<file path="src/rtl/meter_seg_display_if.sv">
// Display-side signal bundle for the parking-meter seven-segment display.
// master: remaining-time producer / board observer; slave: meter_seg_display.
interface meter_seg_display_if;
    logic [13:0] time_in;
    logic [6:0]  seg;
    logic [3:0]  an;
    logic        dp;
    logic [1:0]  mode;

    modport master (output time_in, input seg, an, dp, mode);
    modport slave  (input time_in, output seg, an, dp, mode);
endinterface

</file>
<file path="src/rtl/meter_seg_display.sv">
// Remaining-time to 4-digit multiplexed seven-segment display with meter flash policy.
// Optional LEADING_ZERO_BLANK_EN suppresses digits above the most significant nonzero one.
module meter_seg_display #(
    parameter int DIGIT_DIV = 100000,
    parameter int QTR_SEC   = 25000000
) (
    input logic                clk,
    input logic                rst_n,
    meter_seg_display_if.slave bus
);
    localparam int DivW = (DIGIT_DIV > 1) ? $clog2(DIGIT_DIV) : 1;
    localparam int QtrW = (QTR_SEC > 1) ? $clog2(QTR_SEC) : 1;

    typedef enum logic [1:0] {IDLE, LOAD, SHIFT, DONE} convState_t;

    function automatic logic [13:0] satTime(input logic [13:0] v);
        return (v > 14'd9999) ? 14'd9999 : v;
    endfunction

    // One double-dabble iteration: correct each nibble, then shift in the next binary bit.
    function automatic logic [15:0] dabbleStep(input logic [15:0] bcd, input logic msb);
        logic [15:0] adj;
        for (int i = 0; i < 4; i++) begin
            adj[i*4 +: 4] = (bcd[i*4 +: 4] >= 4'd5) ? bcd[i*4 +: 4] + 4'd3 : bcd[i*4 +: 4];
        end
        return {adj[14:0], msb};
    endfunction

    function automatic logic [6:0] segPattern(input logic [3:0] d);
        case (d)
            4'd0:    return 7'h40;
            4'd1:    return 7'h79;
            4'd2:    return 7'h24;
            4'd3:    return 7'h30;
            4'd4:    return 7'h19;
            4'd5:    return 7'h12;
            4'd6:    return 7'h02;
            4'd7:    return 7'h78;
            4'd8:    return 7'h00;
            4'd9:    return 7'h10;
            default: return 7'h7F;
        endcase
    endfunction

    convState_t       state, stateNext;
    logic [13:0]      timeSat, binReg, capVal, lastVal;
    logic [15:0]      bcdReg, digits;
    logic [3:0]       bitCnt;
    logic             firstConv;

    logic [1:0]       modeNext, modeReg, phase;
    logic [QtrW-1:0]  qtrCnt;
    logic [DivW-1:0]  scanCnt;
    logic [1:0]       scanIdx;

    logic             blank;
    logic [3:0]       slotOn, curDigit, anNext, anReg;
    logic [6:0]       segNext, segReg;
    logic             dpReg;

    assign timeSat = satTime(bus.time_in);

    always_ff @(posedge clk or negedge rst_n) begin
        if (!rst_n) state <= IDLE;
        else        state <= stateNext;
    end

    always_comb begin
        stateNext = state;
        case (state)
            IDLE:    if (firstConv || (timeSat != lastVal)) stateNext = LOAD;
            LOAD:    stateNext = SHIFT;
            SHIFT:   if (bitCnt == 4'd13) stateNext = DONE;
            DONE:    stateNext = IDLE;
            default: stateNext = IDLE;
        endcase
    end

    // Digits and lastVal change together in DONE, so the display never shows a partial result.
    always_ff @(posedge clk or negedge rst_n) begin
        if (!rst_n) begin
            binReg    <= '0;
            capVal    <= '0;
            bcdReg    <= '0;
            bitCnt    <= '0;
            digits    <= '0;
            lastVal   <= '0;
            firstConv <= 1'b1;
        end else begin
            case (state)
                IDLE: firstConv <= 1'b0;
                LOAD: begin
                    binReg <= timeSat;
                    capVal <= timeSat;
                    bcdReg <= '0;
                    bitCnt <= '0;
                end
                SHIFT: begin
                    bcdReg <= dabbleStep(bcdReg, binReg[13]);
                    binReg <= {binReg[12:0], 1'b0};
                    bitCnt <= bitCnt + 4'd1;
                end
                DONE: begin
                    digits  <= bcdReg;
                    lastVal <= capVal;
                end
                default: ;
            endcase
        end
    end

    always_comb begin
        modeNext = 2'd2;
        if (lastVal == 14'd0)        modeNext = 2'd0;
        else if (lastVal < 14'd200)  modeNext = 2'd1;
    end

    // A mode change restarts the blink so the new mode begins in its lit phase.
    always_ff @(posedge clk or negedge rst_n) begin
        if (!rst_n) begin
            modeReg <= 2'd0;
            qtrCnt  <= '0;
            phase   <= 2'd0;
        end else if (modeNext != modeReg) begin
            modeReg <= modeNext;
            qtrCnt  <= '0;
            phase   <= 2'd0;
        end else if (qtrCnt == QtrW'(QTR_SEC - 1)) begin
            qtrCnt  <= '0;
            phase   <= phase + 2'd1;
        end else begin
            qtrCnt  <= qtrCnt + 1'b1;
        end
    end

    always_ff @(posedge clk or negedge rst_n) begin
        if (!rst_n) begin
            scanCnt <= '0;
            scanIdx <= 2'd0;
        end else if (scanCnt == DivW'(DIGIT_DIV - 1)) begin
            scanCnt <= '0;
            scanIdx <= scanIdx + 2'd1;
        end else begin
            scanCnt <= scanCnt + 1'b1;
        end
    end

    always_comb begin
        blank    = ((modeReg == 2'd0) && phase[0]) || ((modeReg == 2'd1) && phase[1]);
        curDigit = digits[{scanIdx, 2'b00} +: 4];
`ifdef LEADING_ZERO_BLANK_EN
        slotOn[3] = (digits[15:12] != 4'd0);
        slotOn[2] = slotOn[3] || (digits[11:8] != 4'd0);
        slotOn[1] = slotOn[2] || (digits[7:4] != 4'd0);
        slotOn[0] = 1'b1;
`else
        slotOn    = 4'hF;
`endif
        anNext  = 4'hF;
        segNext = 7'h7F;
        if (!blank && slotOn[scanIdx]) begin
            anNext  = ~(4'b0001 << scanIdx);
            segNext = segPattern(curDigit);
        end
    end

    always_ff @(posedge clk or negedge rst_n) begin
        if (!rst_n) begin
            segReg <= 7'h7F;
            anReg  <= 4'hF;
            dpReg  <= 1'b1;
        end else begin
            segReg <= segNext;
            anReg  <= anNext;
            dpReg  <= 1'b1;
        end
    end

    assign bus.seg  = segReg;
    assign bus.an   = anReg;
    assign bus.dp   = dpReg;
    assign bus.mode = modeReg;
endmodule

</file>
<file path="src/flat_wrapper.sv">
// flat-port wrapper written by rule: the top's interface ports become plain ports
module meter_seg_display_flat 
#(
    parameter int DIGIT_DIV = 100000,
    parameter int QTR_SEC   = 25000000
)
  (clk, rst_n, bus_time_in, bus_seg, bus_an, bus_dp, bus_mode);
  meter_seg_display_if bus_i ();
  input logic clk;
  input logic rst_n;
  input wire logic [$bits(bus_i.time_in)-1:0] bus_time_in;
  output wire logic [$bits(bus_i.seg)-1:0] bus_seg;
  output wire logic [$bits(bus_i.an)-1:0] bus_an;
  output wire logic [$bits(bus_i.dp)-1:0] bus_dp;
  output wire logic [$bits(bus_i.mode)-1:0] bus_mode;
  assign bus_i.time_in = bus_time_in;
  assign bus_seg = bus_i.seg;
  assign bus_an = bus_i.an;
  assign bus_dp = bus_i.dp;
  assign bus_mode = bus_i.mode;
  meter_seg_display #(.DIGIT_DIV(DIGIT_DIV), .QTR_SEC(QTR_SEC)) u_core (.clk(clk), .rst_n(rst_n), .bus(bus_i));
endmodule
</file>
<file path="config.mk">
export PLATFORM = sky130hd
export DESIGN_NAME = meter_seg_display_flat
export DESIGN_NICKNAME = d
export VERILOG_FILES = /design/src/rtl/meter_seg_display_if.sv /design/src/rtl/meter_seg_display.sv /design/src/flat_wrapper.sv
export SDC_FILE = /design/constraint.sdc
export NUM_CORES = 1
export LEC_CHECK = 0
export ABC_CLOCK_PERIOD_IN_PS = 4300
export CORE_AREA = 10 10 151 153
export CTS_CLUSTER_DIAMETER = 200
export DETAILED_ROUTE_END_ITERATION = 12
export DIE_AREA = 0 0 161 163
export SLEW_MARGIN = 5
export SYNTH_ARGS = -nofsm -noshare
export SYNTH_HDL_FRONTEND = slang
export SYNTH_SLANG_ARGS = --single-unit
</file>
<file path="constraint.sdc">
create_clock -name clk -period 4.3 [get_ports clk]
set_input_delay 0.43 -clock clk [delete_from_list [all_inputs] [get_ports clk]]
set_output_delay 0.43 -clock clk [all_outputs]
set_load 0.02 [all_outputs]
</file>
; ---- After elaboration in Yosys (flattened, before gate mapping)
; Memories as Yosys holds them, arrays and structs flattened.
; Index checks and enable logic that the tools add are counted.
[classes]
addsub = 9
n_lt_le_gt_ge = 7
n_eq_ne = 11
shift = 2
n_mux = 22
n_bitwise = 1
reduce_logical = 12
[ops]
columns = op, n
row1 = 2-to-1 mux 25 bit, 2
row2 = case mux 16 bit (2 select lines), 1
row3 = case mux 14 bit (2 select lines), 1
row4 = "adder 25 x 1 -> 25 bit, second input constant", 1
row5 = "== test 25 bit, second input constant", 1
row6 = "adder 17 x 1 -> 17 bit, second input constant", 1
row7 = "== test 17 bit, second input constant", 1
row8 = 2-to-1 mux 17 bit, 1
row9 = ">= comparator 4 x 3 -> 1 bit, second input constant", 4
row10 = 2-to-1 mux 4 bit, 4
row11 = variable part select 16 x 5 -> 4 bit, 1
row12 = "> comparator 14 bit, second input constant", 1
row13 = zero test 14 bit, 1
row14 = "less-than comparator 14 x 8 -> 1 bit, second input constant", 1
row15 = 2-to-1 mux 14 bit, 1
row16 = != test 14 bit, 1
row17 = "adder 4 x 2 -> 4 bit, second input constant", 3
row18 = 2-to-1 mux 2 bit, 6
row19 = case mux 2 bit (4 select lines), 1
row20 = case mux 4 bit (2 select lines), 1
row21 = 2-to-1 mux 7 bit, 1
row22 = "adder 2 x 1 -> 2 bit, second input constant", 2
row23 = "adder 4 x 1 -> 4 bit, second input constant", 1
row24 = "== test 2 x 1 -> 1 bit, second input constant", 2
row25 = other kinds (17), 24
[totals]
reg_bits = 140
romBits = 112
out_inout_bits = 14
wordCells = 80
mem_count = 1
[mem_list]
columns = name, words, word_bits, rd, rd_clocked_by_memory_dff, wr, line_no
row1 = (no name shown), 16, 7, 1, 0, 0, meter_seg_display.sv:30  ; case (d)

; ---- Longest topological paths before layout
; Gate-level depths: netlist of the first run.
[logic_depth]
word_depth = 6
ltp_mapped = 9
mapped_depth_nobuf = 8

; ---- Worst setup path before layout of the first run
; OpenSTA, ideal clock, no wires.
[synth_path]
path_type = in2reg
from = in bus_time_in[6]
to = reg u_core.state[1]
setup_ns = 0.125
t_arrival_ns = 1.854
required_ns = 4.175
setup_slack_ns = 2.321
cell_stages = 7
path_buffers = 0
path_cell_list = nor4_2 -> o21a_1 -> o21ai_0 -> a21oi_1 -> o2111ai_1 -> o21ai_1 -> mux2_2
[synth_via]
elab_chain_cells = 6
[synth_rtl]
columns = item, line_no
row1 = "start, declared", flat_wrapper.sv:11  ; input wire logic [$bits(bus_i.time_in)-1:0] bus_time_in;
row2 = > comparator 14 bit, meter_seg_display.sv:17  ; return (v > 14'd9999) ? 14'd9999 : v;
row3 = 2-to-1 mux 14 bit *, meter_seg_display.sv:17
row4 = != test 14 bit *, meter_seg_display.sv:71  ; IDLE: if (firstConv || (timeSat != lastVal)) stateNext = LOAD;
row5 = logical OR 1 bit *, meter_seg_display.sv:71
row6 = != test 2 x 1 -> 1 bit (no source line) *, -
row7 = AND reduction 2 bit (no source line) *, -
row8 = "end signal, assigned", meter_seg_display.sv:65  ; else state <= stateNext;
row9 = "end, declared", meter_seg_display.sv:45  ; convState_t state, stateNext;
; Mark *: on every way between the ends. The rest lies on a longest branch, timed or not.
; A chain may end at the register's enable or synchronous reset.

; ---- Final worst setup path of the first run
[layout_path]
from = reg u_core.lastVal[12]
to = reg u_core.qtrCnt[21]
[layout_via]
elab_chain_cells = 5
word_cells_on_any_way = 6
[layout_rtl]
columns = item, line_no
row1 = "start, declared", meter_seg_display.sv:46  ; logic [13:0] timeSat, binReg, capVal, lastVal;
row2 = "start signal, assigned", meter_seg_display.sv:105  ; lastVal <= capVal;
row3 = less-than comparator 14 x 8 -> 1 bit, meter_seg_display.sv:115  ; else if (lastVal < 14'd200) modeNext = 2'd1;
row4 = 2-to-1 mux 2 bit, meter_seg_display.sv:115
row5 = 2-to-1 mux 2 bit *, meter_seg_display.sv:114  ; if (lastVal == 14'd0) modeNext = 2'd0;
row6 = != test 2 bit *, meter_seg_display.sv:124  ; end else if (modeNext != modeReg) begin
row7 = 2-to-1 mux 25 bit *, meter_seg_display.sv:124
row8 = "end signal, assigned", meter_seg_display.sv:132  ; qtrCnt <= qtrCnt + 1'b1;
row9 = "end, declared", meter_seg_display.sv:52  ; logic [QtrW-1:0] qtrCnt;
; Marks and branches as above.

==> flow_summary.toml, run 1 <==
[route]
vias = 4514
viasPerCell = 4.72
drt_pass1_iterations = 4
wire_per_inst_um = 13.8
wl_um = 13200
drc = 0
first_iter_violations = 205
ant_nets = 0

[synthesis]
synth_cell_types = 55
seq_area_frac_synth_pct = 51.6
ys.flop_type = "dfrtp_1"
netlist_instances = 647
synth_fp_nets = 689
ys_ff_latch = 140
synth_most_common_cell = "dfrtp_1"
synth_edf_count = 0
synthArstFlopShare_pct = 100
ys_warn_count = 0
syn_area_per_cell_um2 = 10.5
synth_top_area_cell = "dfrtp_1"
synth_area_mm2 = 0.00682
yosys-top-cells-area = "dfrtp_1 (47%), mux2_2 (6.3%), ha_1 (4.8%)"
synth_top_cell_area_share_pct = 47.0
synth_commonest_cells = "dfrtp_1 (128), nor2_1 (71), nand2_1 (39)"

[run_status]
outcome = "completed"

[cells_and_area]
fillers = 1958
final_core_util_pct = 39.8
multi_input_area_mm2 = 0.00303
layout-drive-gt1-share_pct = 14.3
n_antenna_cell = 0
fin_nets = 717
regArea_mm2 = 0.00352
area_delta_synth_final_pct = 16.3

[clock_tree]
clk-insertion-delay-late_ps = 420
post-cts-setup-buffers = 0
clock_path_buffers = 2
clockRootBuffer = "clkbuf_16"
h-tree-depth = 4
numCtsBuffers = 17
clkTransAtPathRegs_ps = 60
cts_tree = "built"
postCtsHoldBufs = 0
clkSinkCount = 140
cts_resized = 0

[sta]
period_share_pct = 60.6
tightestPinTransition_ps = 900
timing.setup.tns_ps = 0
slew_headroom_pct = 40.0
period_minus_slack_ps = 2600
hold_viol = 0
rsz0062_at_grt = "no"
max_freq_ghz = 0.384
maxSlewViolCount = 0
setup_viol = 0
finClkSkew_ps = 9.83

[die]
coreArea_mm2 = 0.0199
die_area_mm2 = 0.0262
ios = 30
rows = 52
chipHeight_um = 163
start_util_pct = 34.2
die_x_um = 161

[setup_path]
crit_path_top_delay_cell = "nand2b_1"
cp_data_arrival_time_ps = 2870
critPathTopFamily = "simple AND/OR/NAND/NOR gates"
worstPathCellList = "nor4_1 > nand3_1 > nand2_1 > a21oi_1 > a31oi_1 > nand2b_1 > nor2_1"
critPathMaxStageDelay_ps = 750
critPathCaptureType = "flop"
critical_path_buf_inv_count = 0
path_max_fanout = 25
crit_type = "flop to flop"
cp-start-kind = "flop"
cp_data_required_time_ps = 4560

[grt]
grt_max_degree = 84
grt_pass1_vias = 4497
grtUsageTotal_pct = 10.5
grt_overflow_total = 0
antenna_found_initial = 0
grt_pass1_wl_um = 22800

[min_path]
hold_path.class = "primary input to asynchronous set/reset pin"

[job]
maxCapViolCount = 0

[placement]
routabilityCongestion = 0.808
dp_hpwl_um = 8960
io_buffer_count = 28

[pwr]
leakagePower_nw = 3.41
ir_drop_v = 0.000329
powerDensity_mw_per_mm2 = 577
logic make-up (layout without fill, tap and decap cells):
kind of cell,Yosys count,count (layout),synth area share [%]
other cells,1,1,0.0550
xor+xnor,54,54,6.94
flops,140,140,51.6
mux,49,49,8.63
fa+ha+maj,26,26,4.77
buf+inv,64,104,4.06
simple gates,212,212,15.5
compound gates,101,101,8.48
final timing paths:
| path | from | to | slack (ps) | cells past startpoint |
|---|---|---|---|---|
| worst max-delay path | u_core.lastVal[12] | u_core.qtrCnt[21] | 1700 | 7 |
| worst min-delay path | rst_n | u_core.scanCnt[16] | 60 | 1 |
| worst max register to register | u_core.lastVal[12] | u_core.qtrCnt[21] | 1700 | 7 |
| worst min register to register | u_core.scanCnt[4] | u_core.scanCnt[4] | 480 | 1 |
| max in group asynchronous | rst_n | u_core.qtrCnt[7] | 3290 | 2 |
| min in group clk | u_core.scanCnt[4] | u_core.scanCnt[4] | 480 | 1 |
through the flow:
stage	hold slack, ps	power (W)	setup WS, ps	instances	cell area [µm²]
final	57.0	0.00457	1700	957	7930
after global routing	122	0.00487	1400	957	7930
after CTS	97.4	0.00462	1670	957	7930
after detailed placement	468	0.00319	1440	926	7360
after global placement	462	0.00317	1460	926	7360
after floorplan	134	0.00283	2320	647	6820
metal layers:
layer  vias up  part of all wire, %  global-route usage (%)
li1       2285                    -                       -
met3        12                  2.7                    2.73
met1      2167                   51                    14.5
met2        50                   45                    15.9
met5         -                    0                       0
met4         0                  1.0                    3.47
layout make-up:
type,count,share of cell area [%]
Clock buffer,20,5.64
Clock inverter,11,1.53
Inverter,39,1.85
Multi-Input combinational cell,443,38.2
Sequential cell,140,44.4
Tap cell,270,4.26
Timing Repair Buffer,34,4.12
worst register-to-register path, delay by kind of cell (launching register included):
family             cells  cell delay (ps)
AOI/OAI and AO/OA      2              300
and+or+nand+nor        5             1750
DFF                    1              400
registers in the layout, indices dropped and copies added, names as in the netlist:
name	cells
u_core.bitCnt	4
u_core.scanCnt	17
u_core.phase	2
u_core.scanIdx	2
u_core.bus.seg	7
u_core.bus.an	4
u_core.bcdReg	16
u_core.digits	16
u_core.state	2
u_core.lastVal	14
u_core.bus.mode	2
u_core.capVal	14
u_core.firstConv	1
u_core.qtrCnt	25
u_core.binReg	14
cell usage in the layout (no fill, tap or decap), types with 8 or more instances in the layout:
cell type,count
dfrtp_1,128
inv_1,38
o22ai_1,12
ha_1,26
nor2_1,71
nand3_1,25
nor2b_1,8
xor2_1,26
xnor2_1,28
dfstp_2,12
nor3_1,9
clkbuf_16,17
clkdlybuf4s50_1,27
a21oi_1,32
mux2_2,38
and3_1,11
nand2_1,39
o21ai_0,35
nand4_1,11
where the power goes:
part | internal (W) | switching (W)
logic | 0.000575 | 0.000755
clock network | 0.000862 | 0.000552
registers | 0.00162 | 0.000206
total | 0.00306 | 0.00151
(Power assumes the default switching activity.)
==> run 2: changes to the inputs <==
ABC_CLOCK_PERIOD_IN_PS = 2550   (was 4300)
clock period = 2.55 ns   (was 4.3 ns; I/O delays follow)
==> flow_summary.toml, run 2 (same netlist as run 1, synthesis figures left out) <==
[run_status]
outcome = "completed"

[route]
wire_per_inst_um = 13.9
vias = 4677
viasPerCell = 4.80
first_iter_violations = 223
drc = 0
ant_nets = 0
wl_um = 13500
wl_met2_um = 6360
drt_pass1_iterations = 5
wl_met1_um = 6530
route.top_layer_used = "met4"
wl_met3_um = 398

[pwr]
p_int_w = 0.00525
power_frac_comb_pct = 29.8
powerDensity_mw_per_mm2 = 965
ir_drop_v = 0.000513
switchingPower_w = 0.00255
switching_share_pct = 32.7
power_frac_seq_pct = 39.4
leakagePower_nw = 3.50
clkPwrFrac_pct = 30.9

[sta]
maxSlewViolCount = 0
finClkSkew_ps = 7.87
period_minus_slack_ps = 2130
period_share_pct = 83.4
hold_viol = 0
rsz0062_at_grt = "no"
setup_viol = 0
timing.setup.tns_ps = 0
tightestPinTransition_ps = 602
slew_headroom_pct = 59.9
max_freq_ghz = 0.470

[cells_and_area]
final_cell_mix = "dfrtp_1 (128), nor2_1 (71), nand2_1 (39)"
layout-drive-gt1-share_pct = 16.2
n_antenna_cell = 0
largest_register_ff_count = 25
fin_cells = 974
fillers = 1979
final_core_util_pct = 40.6
fin_nets = 733
top_register = "u_core.qtrCnt"
area_delta_synth_final_pct = 18.6
final_common_cell = "dfrtp_1"
reg.largest.list = "u_core.qtrCnt (25), u_core.scanCnt (17)"

[setup_path]
critPathMaxStageDelay_ps = 550
worstPathCellList = "or4_1 > nor3_2 > nor2_1 > a31oi_1 > nand2b_1 > buf_12 > nor2_1"
cp_data_required_time_ps = 2860
crit_path_top_delay_cell = "or4_1"
path_max_fanout = 25
r2r_setup_slack_ps = 420
cp-start-kind = "flop"
timing.rr.end = "u_core.qtrCnt[5]"
rr_worst_depth = 7
crit_type = "flop to flop"
cp_data_arrival_time_ps = 2430
critPathCaptureType = "flop"
timing.rr.start = "u_core.lastVal[6]"
cp_common_cell = "nor2_1"

[clock_tree]
clock_path_buffers = 2
cts_resized = 0
clkSinkCount = 140
clockRootBuffer = "clkbuf_16"
numCtsBuffers = 17
cts_tree = "built"
h-tree-depth = 4
clkTransAtPathRegs_ps = 60
clk-insertion-delay-late_ps = 420

[die]
ios = 30
coreArea_mm2 = 0.0199
die_x_um = 161
die_area_mm2 = 0.0262
rows = 52
start_util_pct = 34.2
chipHeight_um = 163

[placement]
io_buffer_count = 28
routabilityCongestion = 0.839
dp_hpwl_um = 9370
placed_cells = 941

[grt]
grt_pass1_vias = 4811
grtUsageTotal_pct = 11.0
grt_overflow_total = 0
grt_max_degree = 65
antenna_found_initial = 0
grt_pass1_wl_um = 23700

[job]
maxCapViolCount = 0

[min_path]
hold_path.class = "primary input to asynchronous set/reset pin"
## run 2: changes by cell type in the layout (fill, tap and decap cells not counted), sizes merged
cell         change
buf             +15
clkbuf           +1
clkinv           +1
clkinvlp         -1
dlygate4sd3      +1
## run 2: final cells by class
class	count	area [µm²]	share of cell area, %
clock inverter	11	119	1.47
sequential	140	3520	43.5
tap	270	338	4.18
multi-input combinational	443	3030	37.5
timing repair buffer	50	474	5.87
clock buffer	21	460	5.70
inverter	39	146	1.81
## run 2: metal layers
metal / up-vias / GRT usage [%]
li1: 2323 / -
met1: 2277 / 14.0
met2: 61 / 17.7
met3: 16 / 2.43
met4: 0 / 4.47
met5: - / 0
## run 2: worst max-delay path by stage
stage	depth (start not counted)	end	from	slack, ps
after floorplan	9	u_core.qtrCnt[10]	u_core.lastVal[6]	630
after global placement	9	u_core.state[1]	bus_time_in[7]	70
after detailed placement	9	u_core.state[1]	bus_time_in[7]	60
after CTS	9	u_core.qtrCnt[16]	u_core.lastVal[12]	420
after global routing	8	u_core.qtrCnt[2]	u_core.lastVal[4]	260
final	7	u_core.qtrCnt[5]	u_core.lastVal[6]	420
## run 2: critical path: cells and delay by family, from the launching register on
family | cells | cell delay [ps]
and+or+nand+nor | 5 | 1110
DFF | 1 | 430
AOI/OAI and AO/OA | 1 | 290
buffers and inverters | 1 | 180
## run 2: what timing repair did
action / in CTS / in global routing
hold buffers: 1 / 0
buffers inserted: 0 / 0
endpoints found under the hold margin: 56 / 0
## run 2: per-stage QoR
stage	hold WS (ps)	cell area (µm²)	setup slack, ps	total power (W)
2_1_floorplan	-40.6	6820	627	0.00477
4_1_cts	409	8080	419	0.00791
5_1_grt	456	8080	255	0.00836
3_3_place_gp	287	7490	69.5	0.00542
3_5_place_dp	296	7490	63.0	0.00546
6_report	390	8080	424	0.00780
## run 2: power groups by stage
stage                     clock (W)  sequential [W]  combinational, W
after floorplan                   0         0.00305           0.00171
after global placement            0         0.00310           0.00232
after detailed placement          0         0.00311           0.00235
after CTS                   0.00248         0.00307           0.00236
after global routing        0.00259         0.00315           0.00262
final                       0.00241         0.00307           0.00232
==> run 3: changes to the inputs <==
ABC_CLOCK_PERIOD_IN_PS = 2000   (was 2550)
clock period = 2 ns   (was 2.55 ns; I/O delays follow)
==> flow_summary.toml, run 3 (same netlist as run 1, synthesis figures left out) <==
[run_status]
outcome = "complete, but fails checks"
violations = "setup timing"

[setup_path]
crit_type = "flop to flop"
cp.depth = 9
critPathMaxStageDelay_ps = 440
critical_path_buf_inv_count = 2
rr_worst_depth = 9
cp-start-kind = "flop"
cp_data_arrival_time_ps = 2370
critPathCaptureType = "flop"
cp_data_required_time_ps = 2350
worstPathCellList = "buf_6 > or3_4 > nor3_4 > nand4_1 > a21oi_2 > a31oi_2 > nand2b_4 > buf_12 > nor2_1"
crit_path_top_delay_cell = "dfrtp_1"
path_max_fanout = 25
critPathTopFamily = "simple AND/OR/NAND/NOR gates"

[cells_and_area]
largest_register_ff_count = 25
reg.largest.list = "u_core.qtrCnt (25), u_core.scanCnt (17)"
final_core_util_pct = 42.8
n_antenna_cell = 0
layout-drive-gt1-share_pct = 24.3
top_register = "u_core.qtrCnt"
final_cell_mix = "dfrtp_1 (126), nor2_1 (61), buf_4 (56)"
final_common_cell = "dfrtp_1"
fin_nets = 774
area_delta_synth_final_pct = 25.1

[pwr]
power_w = 0.0103
leakagePower_nw = 3.72
powerDensity_mw_per_mm2 = 1210
ir_drop_v = 0.000622

[die]
die_area_mm2 = 0.0262
rows = 52
coreArea_mm2 = 0.0199
ios = 30
start_util_pct = 34.2
die_x_um = 161
chipHeight_um = 163

[sta]
hold_viol = 0
tightestPinTransition_ps = 530
max_freq_ghz = 0.495
slew_headroom_pct = 64.6
whs_ps = 311
maxSlewViolCount = 0
setup_ws_ps = -21.0
setup_viol = 15
period_share_pct = 101
finClkSkew_ps = 7.75
period_minus_slack_ps = 2020
rsz0062_at_grt = "yes"
timing.setup.tns_ps = -111

[clock_tree]
h-tree-depth = 4
clk-insertion-delay-late_ps = 420
clock_path_buffers = 2
cts_tree = "built"
clkSinkCount = 140
numCtsBuffers = 17
clockRootBuffer = "clkbuf_16"
clkTransAtPathRegs_ps = 60

[route]
viasPerCell = 4.75
drt_pass1_iterations = 4
drc = 0
first_iter_violations = 209
wl_um = 13800
wire_per_inst_um = 13.6
vias = 4821
ant_nets = 0

[grt]
antenna_found_initial = 0
grt_overflow_total = 0
grt_pass1_vias = 4719
grt_pass1_wl_um = 23600
grt_max_degree = 53
grtUsageTotal_pct = 10.9

[min_path]
hold_path.class = "primary input to asynchronous set/reset pin"

[placement]
io_buffer_count = 28
routabilityCongestion = 0.813
dp_hpwl_um = 9660

[job]
maxCapViolCount = 0
run 3: metrics by stage:
stage	std cells	setup slack, ps	area, µm²
after global placement	982	-472	7830
final	1014	-21.0	8530
after detailed placement	982	-434	7830
after CTS	1015	4.58	8450
after floorplan	647	76.7	6820
after global routing	1014	-126	8530
run 3: worst paths after layout:
path | to | from | slack [ps]
max | u_core.qtrCnt[5] | u_core.lastVal[5] | -20
min | u_core.scanCnt[2] | rst_n | 310
max reg2reg | u_core.qtrCnt[5] | u_core.lastVal[5] | -20
min reg2reg | u_core.bitCnt[3] | u_core.bitCnt[3] | 480
max in group asynchronous | u_core.bus.seg[1] | rst_n | 1050
min in group clk | u_core.capVal[7] | bus_time_in[7] | 470
run 3: where the power goes:
part,leakage (nW),internal [W],switching [W],total [W]
clock network,0.263,0.00181,0.00117,0.00298
logic,1.69,0.00163,0.00182,0.00345
registers,1.77,0.00349,0.000418,0.00390
run 3: layout make-up:
cell class | count | area, µm²
fill | 1939 | 11400
sequential | 140 | 3520
multi-input combinational | 443 | 3150
timing repair buffer | 91 | 815
clock buffer | 18 | 429
tap | 270 | 338
inverter | 39 | 146
clock inverter | 13 | 128
run 3: repair_timing:
action                                  in CTS  in global routing
hold buffers                                 1                  0
endpoints found under the setup margin      26                 34
gates resized for setup                     12                 22
endpoints found under the hold margin       46                  0
pin swaps                                    6                  4
setup buffers                                1                  0
run 3: routing by layer:
layer  up-vias  global-route usage (%)  routed length, µm
li1       2400                       -                  -
met1      2337                    14.5               6750
met2        66                    16.9               6450
met3        18                    2.88                444
met4         0                    3.64                180
met5         -                       0                  0
